$ cat config.mk
export PLATFORM = sky130hd
export DESIGN_NAME = multi_rect_renderer
export DESIGN_NICKNAME = d
export VERILOG_FILES = /design/src/rtl/multi_rect_renderer.sv
export SDC_FILE = /design/constraint.sdc
export NUM_CORES = 1
export LEC_CHECK = 0
export ABC_CLOCK_PERIOD_IN_PS = 5600
export CORE_UTILIZATION = 30
export DETAILED_ROUTE_END_ITERATION = 16
export PLACE_DENSITY = 0.5
export SKIP_LAST_GASP = 1
export SLEW_MARGIN = 0
export SYNTH_ARGS = -nofsm -noshare
export SYNTH_HDL_FRONTEND = slang
export SYNTH_SLANG_ARGS = --single-unit
$ cat constraint.sdc
create_clock -name pix_clk -period 5.6 [get_ports pix_clk]
set_input_delay 1.12 -clock pix_clk [delete_from_list [all_inputs] [get_ports pix_clk]]
set_output_delay 1.12 -clock pix_clk [all_outputs]
set_load 0.05 [all_outputs]
$ cat src/rtl/multi_rect_renderer.sv
// multi_rect_renderer: draws up to NRECT solid rectangles over a background
// colour with a two-stage pixel pipeline, and optionally bounces each enabled
// rectangle inside the active area once per frame. Lower index wins on overlap.
module multi_rect_renderer #(
  parameter int COORDWID = 10,
  parameter int CHANWID  = 4,
  parameter int NRECT    = 4,
  parameter int VELWID   = 4,
  parameter int HRES     = 640,
  parameter int VRES     = 480,
  parameter int H_OFFSET = 48,
  parameter int V_OFFSET = 33,
  parameter logic [3*CHANWID-1:0] BG_COLOR = 12'h142,
  localparam int IDXW = $clog2(NRECT)
) (
  input  logic                   pix_clk,
  input  logic                   rst_pix_n,
  input  logic [COORDWID-1:0]    sx,
  input  logic [COORDWID-1:0]    sy,
  input  logic                   de,
  input  logic                   hsync,
  input  logic                   vsync,
  input  logic                   frame,
  input  logic                   anim_en,
  input  logic                   cfg_we,
  input  logic [IDXW-1:0]        cfg_idx,
  input  logic [COORDWID-1:0]    cfg_x,
  input  logic [COORDWID-1:0]    cfg_y,
  input  logic [COORDWID-1:0]    cfg_w,
  input  logic [COORDWID-1:0]    cfg_h,
  input  logic [VELWID-1:0]      cfg_dx,
  input  logic [VELWID-1:0]      cfg_dy,
  input  logic [3*CHANWID-1:0]   cfg_color,
  output logic                   busy,
  output logic [CHANWID-1:0]     o_r,
  output logic [CHANWID-1:0]     o_g,
  output logic [CHANWID-1:0]     o_b,
  output logic                   o_de,
  output logic                   o_hsync,
  output logic                   o_vsync
);

  localparam int CW1 = COORDWID + 1;
  localparam int NW  = COORDWID + 3;
  localparam int PVW = COORDWID + VELWID;
  localparam int CLW = 3 * CHANWID;

  typedef enum logic {ST_IDLE, ST_UPDATE} state_t;

  // Rectangle register file
  logic [COORDWID-1:0]      rx_q   [NRECT];
  logic [COORDWID-1:0]      ry_q   [NRECT];
  logic [COORDWID-1:0]      rw_q   [NRECT];
  logic [COORDWID-1:0]      rh_q   [NRECT];
  logic signed [VELWID-1:0] rdx_q  [NRECT];
  logic signed [VELWID-1:0] rdy_q  [NRECT];
  logic [CLW-1:0]           rcol_q [NRECT];
  logic [NRECT-1:0]         en;

  // Pixel pipeline
  logic signed [CW1-1:0]    px, py;
  logic [CW1-1:0]           px_u, py_u;
  logic [NRECT-1:0]         hit;
  logic [NRECT-1:0]         hit_p1;
  logic                     vld_p1, hs_p1, vs_p1;
  logic [CLW-1:0]           pix_sel;
  logic [CLW-1:0]           color_p2;
  logic                     vld_p2, hs_p2, vs_p2;

  // Update FSM
  state_t                   state_q, state_d;
  logic [IDXW-1:0]          idx_q, idx_d;
  logic [PVW-1:0]           bx, by;

  // One axis of the bounce step; returns {new_pos, new_vel}. Sums are carried
  // wide enough that neither the step nor the far-edge test can wrap.
  function automatic logic [PVW-1:0] bounce(
    input logic [COORDWID-1:0]    pos,
    input logic signed [VELWID-1:0] vel,
    input logic [COORDWID-1:0]    size,
    input int                     lim
  );
    logic signed [NW-1:0]     n;
    logic signed [NW-1:0]     lim_s;
    logic signed [NW-1:0]     size_s;
    logic [COORDWID-1:0]      pos_n;
    logic signed [VELWID-1:0] vel_n;
    lim_s  = NW'(lim);
    size_s = $signed({3'b000, size});
    n      = $signed({3'b000, pos}) + NW'(vel);
    pos_n  = pos;
    vel_n  = vel;
    if (size_s >= lim_s) begin
      pos_n = '0;
    end else if (vel != 0) begin
      if (n < 0) begin
        pos_n = '0;
        vel_n = -vel;
      end else if (n + size_s > lim_s) begin
        pos_n = COORDWID'(lim_s - size_s);
        vel_n = -vel;
      end else begin
        pos_n = COORDWID'(n);
      end
    end
    return {pos_n, vel_n};
  endfunction

  // A zero width or height disables a rectangle
  always_comb begin
    en = '0;
    for (int i = 0; i < NRECT; i++) begin
      en[i] = (|rw_q[i]) && (|rh_q[i]);
    end
  end

  // Active-area coordinates; the MSB flags a position left of / above the area
  assign px   = {1'b0, sx} - CW1'(H_OFFSET);
  assign py   = {1'b0, sy} - CW1'(V_OFFSET);
  assign px_u = {1'b0, px[COORDWID-1:0]};
  assign py_u = {1'b0, py[COORDWID-1:0]};

  // Per-rectangle containment test against [x,x+w) x [y,y+h)
  always_comb begin
    hit = '0;
    for (int i = 0; i < NRECT; i++) begin
      hit[i] = en[i] && !px[CW1-1] && !py[CW1-1]
            && (px_u >= {1'b0, rx_q[i]})
            && (px_u <  ({1'b0, rx_q[i]} + {1'b0, rw_q[i]}))
            && (py_u >= {1'b0, ry_q[i]})
            && (py_u <  ({1'b0, ry_q[i]} + {1'b0, rh_q[i]}));
    end
  end

  // ---- stage 1: register hit vector and delayed sync/enable ----
  always_ff @(posedge pix_clk or negedge rst_pix_n) begin
    if (!rst_pix_n) begin
      hit_p1 <= '0;
      vld_p1 <= 1'b0;
      hs_p1  <= 1'b0;
      vs_p1  <= 1'b0;
    end else begin
      hit_p1 <= hit;
      vld_p1 <= de;
      hs_p1  <= hsync;
      vs_p1  <= vsync;
    end
  end

  // Fixed priority: scanning downward lets the lowest hit index win
  always_comb begin
    pix_sel = BG_COLOR;
    for (int i = NRECT - 1; i >= 0; i--) begin
      if (hit_p1[i]) pix_sel = rcol_q[i];
    end
  end

  // ---- stage 2: register colour (blanked outside de) and delayed syncs ----
  always_ff @(posedge pix_clk or negedge rst_pix_n) begin
    if (!rst_pix_n) begin
      color_p2 <= '0;
      vld_p2   <= 1'b0;
      hs_p2    <= 1'b0;
      vs_p2    <= 1'b0;
    end else begin
      color_p2 <= vld_p1 ? pix_sel : '0;
      vld_p2   <= vld_p1;
      hs_p2    <= hs_p1;
      vs_p2    <= vs_p1;
    end
  end

  assign o_r     = color_p2[CLW-1 -: CHANWID];
  assign o_g     = color_p2[2*CHANWID-1 -: CHANWID];
  assign o_b     = color_p2[CHANWID-1:0];
  assign o_de    = vld_p2;
  assign o_hsync = hs_p2;
  assign o_vsync = vs_p2;

  // Update FSM state and rectangle index registers
  always_ff @(posedge pix_clk or negedge rst_pix_n) begin
    if (!rst_pix_n) begin
      state_q <= ST_IDLE;
      idx_q   <= '0;
    end else begin
      state_q <= state_d;
      idx_q   <= idx_d;
    end
  end

  // Next state: one rectangle per cycle, frame pulses ignored while updating
  always_comb begin
    state_d = state_q;
    idx_d   = idx_q;
    case (state_q)
      ST_IDLE: begin
        if (frame && anim_en) begin
          state_d = ST_UPDATE;
          idx_d   = '0;
        end
      end
      ST_UPDATE: begin
        if (idx_q == IDXW'(NRECT - 1)) begin
          state_d = ST_IDLE;
          idx_d   = '0;
        end else begin
          idx_d = idx_q + IDXW'(1);
        end
      end
      default: begin
        state_d = ST_IDLE;
        idx_d   = '0;
      end
    endcase
  end

  // FSM outputs
  always_comb begin
    busy = (state_q == ST_UPDATE);
  end

  assign bx = bounce(rx_q[idx_q], rdx_q[idx_q], rw_q[idx_q], HRES);
  assign by = bounce(ry_q[idx_q], rdy_q[idx_q], rh_q[idx_q], VRES);

  // Rectangle registers: a config write beats the animation step on the same index
  always_ff @(posedge pix_clk or negedge rst_pix_n) begin
    if (!rst_pix_n) begin
      for (int i = 0; i < NRECT; i++) begin
        rx_q[i]   <= '0;
        ry_q[i]   <= '0;
        rw_q[i]   <= '0;
        rh_q[i]   <= '0;
        rdx_q[i]  <= '0;
        rdy_q[i]  <= '0;
        rcol_q[i] <= '0;
      end
    end else begin
      for (int i = 0; i < NRECT; i++) begin
        if (cfg_we && (cfg_idx == IDXW'(i))) begin
          rx_q[i]   <= cfg_x;
          ry_q[i]   <= cfg_y;
          rw_q[i]   <= cfg_w;
          rh_q[i]   <= cfg_h;
          rdx_q[i]  <= $signed(cfg_dx);
          rdy_q[i]  <= $signed(cfg_dy);
          rcol_q[i] <= cfg_color;
        end else if (busy && (idx_q == IDXW'(i)) && en[i]) begin
          rx_q[i]  <= bx[PVW-1:VELWID];
          rdx_q[i] <= $signed(bx[VELWID-1:0]);
          ry_q[i]  <= by[PVW-1:VELWID];
          rdy_q[i] <= $signed(by[VELWID-1:0]);
        end
      end
    end
  end

endmodule
# Yosys cells after proc, flatten, opt, wreduce, memory -nomap -nowiden
# Index checks and enable logic that the tools add are counted.
# Widths: inputs -> output; s select.
# totals
reg_bits,265
out_inout_bits,16
input_bits,90
# op_classes
magnitude_cmp,23
n_mux,77
eq_ne,7
bitwise,2
addsub,19
reduce_logical,59
# op_table
op,n
$mux 10,32
$mux 4,28
$add 10x10->11,8
$lt 10x11->1,8
$bmux 10 s2,4
$ge 10x10->1,8
$reduce_or 10->1,8
$reduce_bool 32->1,2
$mux 12,5
$logic_and 1x1->1,41
$add 12x11->13,2
$add 11x4->12,2
$lt 12x1->1 const B,2
$sub 10x6->11 const B,2
$bmux 4 s2,2
$gt 13x10->1 const B,1
$gt 13x11->1 const B,1
$ge 10x10->1 const B,1
$ge 10x9->1 const B,1
$sub 10x10->10 const A,1
$sub 9x10->10 const A,1
$eq 2x2->1 const B,4
$neg 4->4,2
$reduce_bool 2->1,4
other kinds (12),17

# Depth between registers and ports, before layout
# depth
depth_word,13
depth_mapped,25
mapped_depth_nobuf,19

# Least setup slack after synthesis
# No wires, ideal clock.
# synth_timing
path_type,register -> register
start,register idx_q[0]
end,register ry_q[0] (netlist bit)
path_slack_ns,-0.285
setup_ns,0.139
arrival_ns,5.746
stages_incl_launch_ff,23
n_path_buf,6
t_required_ns,5.461
cell_sequence,dfrtp_1 -> buf_2 -> buf_6 -> buf_6 -> buf_2 -> buf_1 -> mux4_2 -> ha_1 -> inv_1 -> fa_1 -> inv_1 -> ha_1 -> a211oi_2 -> o21bai_1 -> a2111oi_4 -> nor2_2 -> a41o_1 -> or4_4 -> a211oi_4 -> buf_6 -> nor4_1 -> a41oi_2 -> a31oi_1
# synth_via
elab_chain_len,13
word_cells_on_any_way,27
cone_classes,add/sub (3); order compare (3); eq/ne (1); mux (15); bitwise (1); reduce/logical (4)
# synth_lines
element,line,source
from (decl),72,"logic [IDXW-1:0] idx_q, idx_d;"
from (signal assigned),187,idx_q <= idx_d;
$not 2->3 (implied by the code),223,"assign by = bounce(ry_q[idx_q], rdy_q[idx_q], rh_q[idx_q], VRES);"
$bmux 10 s2 or $bmux 4 s2 (tied branches),223,
$mux 10 (implied by the code) or $mux 4 (tied branches) (2 in series),223,
$add 11x4->12,90,"n = $signed({3'b000, pos}) + NW'(vel);"
$add 12x11->13,99,end else if (n + size_s > lim_s) begin
$gt 13x10->1,99,
$mux 10,99,
$mux 10,96,if (n < 0) begin
$mux 10,95,end else if (vel != 0) begin
$mux 10,93,if (size_s >= lim_s) begin
$mux 10,247,end else if (busy && (idx_q == IDXW'(i)) && en[i]) begin
$mux 10,239,if (cfg_we && (cfg_idx == IDXW'(i))) begin
"to (signal, indexed assignment)",241,ry_q[i] <= cfg_y;
"to (signal, indexed assignment)",250,ry_q[i] <= by[PVW-1:VELWID];
to (decl),52,logic [COORDWID-1:0] ry_q [NRECT];
# Several ways; a longest one is shown, not always the timed one. The select of a mux whose other input is x is not followed.
# A chain may end at the register's enable or synchronous reset.

# Worst setup path in the final report
# layout_timing
start,register idx_q[0]
end,register rdx_q[6] (netlist bit)
# layout_via
elab_chain_len,13
word_cells_on_any_way,27
cone_classes,add/sub (3); order compare (3); eq/ne (1); mux (15); bitwise (1); reduce/logical (4)
# layout_lines
element,line,source
$not 2->3 (implied by the code),222,"assign bx = bounce(rx_q[idx_q], rdx_q[idx_q], rw_q[idx_q], HRES);"
$bmux 10 s2 or $bmux 4 s2 (tied branches),222,
$mux 10 (implied by the code) or $mux 4 (tied branches) (2 in series),222,
$add 11x4->12,90,
$add 12x11->13,99,
$gt 13x11->1,99,
$mux 4,99,
$mux 4,96,
$mux 4,95,
$mux 4,93,
$mux 4,247,
$mux 4,239,
"to (signal, indexed assignment)",244,rdx_q[i] <= $signed(cfg_dx);
"to (signal, indexed assignment)",249,rdx_q[i] <= $signed(bx[VELWID-1:0]);
to (decl),55,logic signed [VELWID-1:0] rdx_q [NRECT];
# Several ways; a longest one is shown, not always the timed one. The select of a mux whose other input is x is not followed.

==> impl_metrics.env <==
export IMPL_status="finished, final reports clean"
export IMPL_min_path_type="register to register"
export IMPL_critPathLaunchType="register"
export IMPL_drive_above_1_share_pct=8.18
export IMPL_io_buffer_count=105
export IMPL_synth_warning_count=0
export IMPL_cp_slowest_cell="dfrtp_4"
export IMPL_dpl_hpwl_mm=56.3
export IMPL_critPathBufInv=3
export IMPL_fin_skew_ps=23.0
export IMPL_cts_path_max_buffers=3
export IMPL_syn_nets=2870
export IMPL_end_kind="register"
export IMPL_hold_viol=0
export IMPL_n_antenna_cell=0
export IMPL_drv_slew=0
export IMPL_synth_area_leader_cell="dfrtp_1"
export IMPL_stdcell_area_um2=25100
export IMPL_grt_max_degree=119
export IMPL_clk_latency_ps=580
export IMPL_start_util_pct=30.5
export IMPL_critPathMostFrequentCell="o21ai_0"
export IMPL_grt_pass1_wl_mm=120
export IMPL_synthSimpleGateAreaFrac_pct=17.5
export IMPL_syn_area_um2=21500
export IMPL_worstPathRequired_ps=6000
export IMPL_path_class="register to register"
export IMPL_cts_buffers=36
export IMPL_ys_seq_area_share_pct=30.9
export IMPL_syn_inst=2481
export IMPL_cts_hold_buf=0
export IMPL_firstDrtPassIters=5
export IMPL_grt_overflow=0
export IMPL_holdWs_ps=348
export IMPL_htree_levels=2
export IMPL_grt_util_all_layers_pct=21.4
export IMPL_nets=2965
export IMPL_synth_xor_xnor_area_share_pct=4.73
export IMPL_die_area_um2=72600
export IMPL_crit_fanout=8
export IMPL_cp_top_family="compound AO/OA/AOI/OAI gates"
export IMPL_wirelength_mm=77.5
export IMPL_placed_area_um2=23700
export IMPL_avgRoutedWirePerCell_um=21.9
export IMPL_grt_pass1_vias=19600
export IMPL_yosysMostFrequentCell="nand2_1"
export IMPL_avgSynthCellArea_um2=8.65
export IMPL_synth_area_leaders="dfrtp_1, ha_1, nand2_1"
export IMPL_synthAdderAreaFrac_pct=17.8
export IMPL_synthFlopType="dfrtp_1"
export IMPL_ioPinCount=106
export IMPL_core_area_um2=70400
export IMPL_num_rows=97
export IMPL_drt_initial_drc_count=1493
export IMPL_cpPeakStageDelay_ps=540
export IMPL_num_vias=19200
export IMPL_async_reset_ff_share_pct=100
export IMPL_max_cap_viol_count=0
export IMPL_drc=0
export IMPL_area_growth_pct=17.1
export IMPL_ant_nets=0
export IMPL_min_period_over_period_pct=95.8
export IMPL_die_y_um=269
export IMPL_gp_congestion=0.873
export IMPL_avgViaCountPerCell=5.42
export IMPL_die_x_um=269
export IMPL_yosys_cell_types_count=71
export IMPL_cp_arrival_ps=5760
export IMPL_fmax_mhz=186
export IMPL_clockRootBuffer="clkbuf_16"
export IMPL_clkTransAtPathRegs_ps=60
export IMPL_synth_compound_area_share_pct=18.7
export IMPL_finalCriticalPeriod_ps=5360
export IMPL_clkSinkCount=265
export IMPL_synth_top_family_by_area="compound AO/OA/AOI/OAI gates"
export IMPL_final_util_pct=35.7
export IMPL_cts_tree="yes"
export IMPL_slew_headroom_pct=25.3
export IMPL_setup_viol=0
export IMPL_synthMuxAreaShare_pct=5.88
export IMPL_synth_top_area_share_pct=30.9
export IMPL_synth_edf_count=0
export IMPL_ys_ff_latch=265
export IMPL_cp_cell_sequence="buf_12 -> mux4_2 -> ha_1 -> inv_1 -> fa_1 -> nor2b_1 -> o2111ai_1 -> a31oi_1 -> xor2_1 -> ha_1 -> and2_1 -> o21ai_0 -> o21ai_0 -> or3b_2 -> mux2i_1 -> a311oi_1 -> xor2_1 -> buf_4 -> mux2i_1 -> o21ai_0"
export IMPL_antenna_found_initial=0
export IMPL_netlist_top_cells_count="nand2_1, ha_1, dfrtp_1, inv_1, a21oi_1"
export IMPL_worst_pin_slew_ps=1120
[metrics by stage]
step | worst slack (ps) | TNS, ps | std cells
final | 236 | 0 | 3543
after floorplan | 44.2 | 0 | 2481
after detailed placement | 5.31 | 0 | 3471
after global placement | 80.5 | 0 | 3471
after global routing | -13.4 | -19.0 | 3543
after CTS | 11.6 | 0 | 3536
[path summary, 6_finish.rpt]
kind | startpoint | to | slack [ps] | cells after the start
setup reg to reg | idx_q[0]$_DFFE_PN0P_ | rdx_q[6]$_DFFE_PN0P_ | 240 | 20
min in group asynchronous | rst_pix_n | rh_q[1]$_DFFE_PN0P_ | 550 | 1
hold reg to reg | vs_p1$_DFF_PN0_ | o_vsync$_DFF_PN0_ | 350 | 0
setup / recovery | idx_q[0]$_DFFE_PN0P_ | rdx_q[6]$_DFFE_PN0P_ | 240 | 20
hold / removal | vs_p1$_DFF_PN0_ | o_vsync$_DFF_PN0_ | 350 | 0
max in group asynchronous | rst_pix_n | rx_q[1]$_DFFE_PN0P_ | 3720 | 2
[layer usage]
| metal | routed length (um) | vias to the layer above | GRT usage [%] |
|---|---|---|---|
| met5 | 0 | - | 0 |
| met4 | 2710 | 0 | 7.91 |
| met3 | 3910 | 135 | 2.78 |
| met2 | 35500 | 601 | 34.5 |
| met1 | 35400 | 9433 | 29.0 |
| li1 | - | 9022 | - |
[worst reg2reg max path, stage by stage (launching register included)]
cell	delay, ps
dfrtp_4	540
buf_12	170
mux4_2	340
ha_1	200
inv_1	70
fa_1	410
nor2b_1	170
o2111ai_1	170
a31oi_1	330
xor2_1	330
ha_1	350
and2_1	180
o21ai_0	150
o21ai_0	170
or3b_2	500
mux2i_1	330
a311oi_1	180
xor2_1	210
buf_4	170
mux2i_1	140
o21ai_0	100
[registers in the layout, summed over array words and instances (netlist names), 4 cells and up]
signal / flops
rh_q: 40
color_p2: 12
rx_q: 40
rdx_q: 16
rdy_q: 16
rw_q: 40
rcol_q: 48
ry_q: 40
hit_p1: 4
[cells in the final DEF, fill, tap and decap left out, types with 12 or more instances in the layout]
master,synthesis,final
buf_4,0,52
inv_1,139,139
xnor2_1,66,66
fa_1,12,12
and2_1,16,16
dfrtp_1,265,263
a21oi_1,135,135
a31oi_1,93,87
nor2b_1,17,17
a21o_1,71,71
o21a_1,32,32
o22ai_1,57,57
clkbuf_16,0,36
nand2_1,549,549
nor2_1,91,85
mux2i_1,18,18
nand3_1,25,24
o21ai_0,128,127
nand2b_1,32,32
mux4_2,48,48
or3_1,40,40
clkdlybuf4s50_1,0,104
nor3_1,29,24
nor4_1,17,17
xor2_1,50,50
ha_1,287,287
o21bai_1,33,33
[logic make-up after synthesis]
logic type,after synthesis
mux,66
xor+xnor,116
compound gates,632
flops,265
simple gates,860
fa+ha+maj,299
buf+inv,243
[cell type report]
type / instances / area, um2
inverter: 140 / 526
fill: 7191 / 45300
clock buffer: 49 / 1020
timing repair buffer: 160 / 1500
multi-input combinational: 1973 / 14000
sequential: 265 / 6640
clock inverter: 16 / 221
tap: 940 / 1180
[what timing repair did]
| action | in CTS | in global routing |
|---|---|---|
| resized for setup | 0 | 16 |
| endpoints found under the setup margin | 0 | 93 |
| setup buffers | 0 | 7 |
| hold endpoints to repair | 0 | 0 |
Power is left out: the tool's default activity adds up to more than one toggle a clock period on the data nets, which glitch-free logic cannot reach.
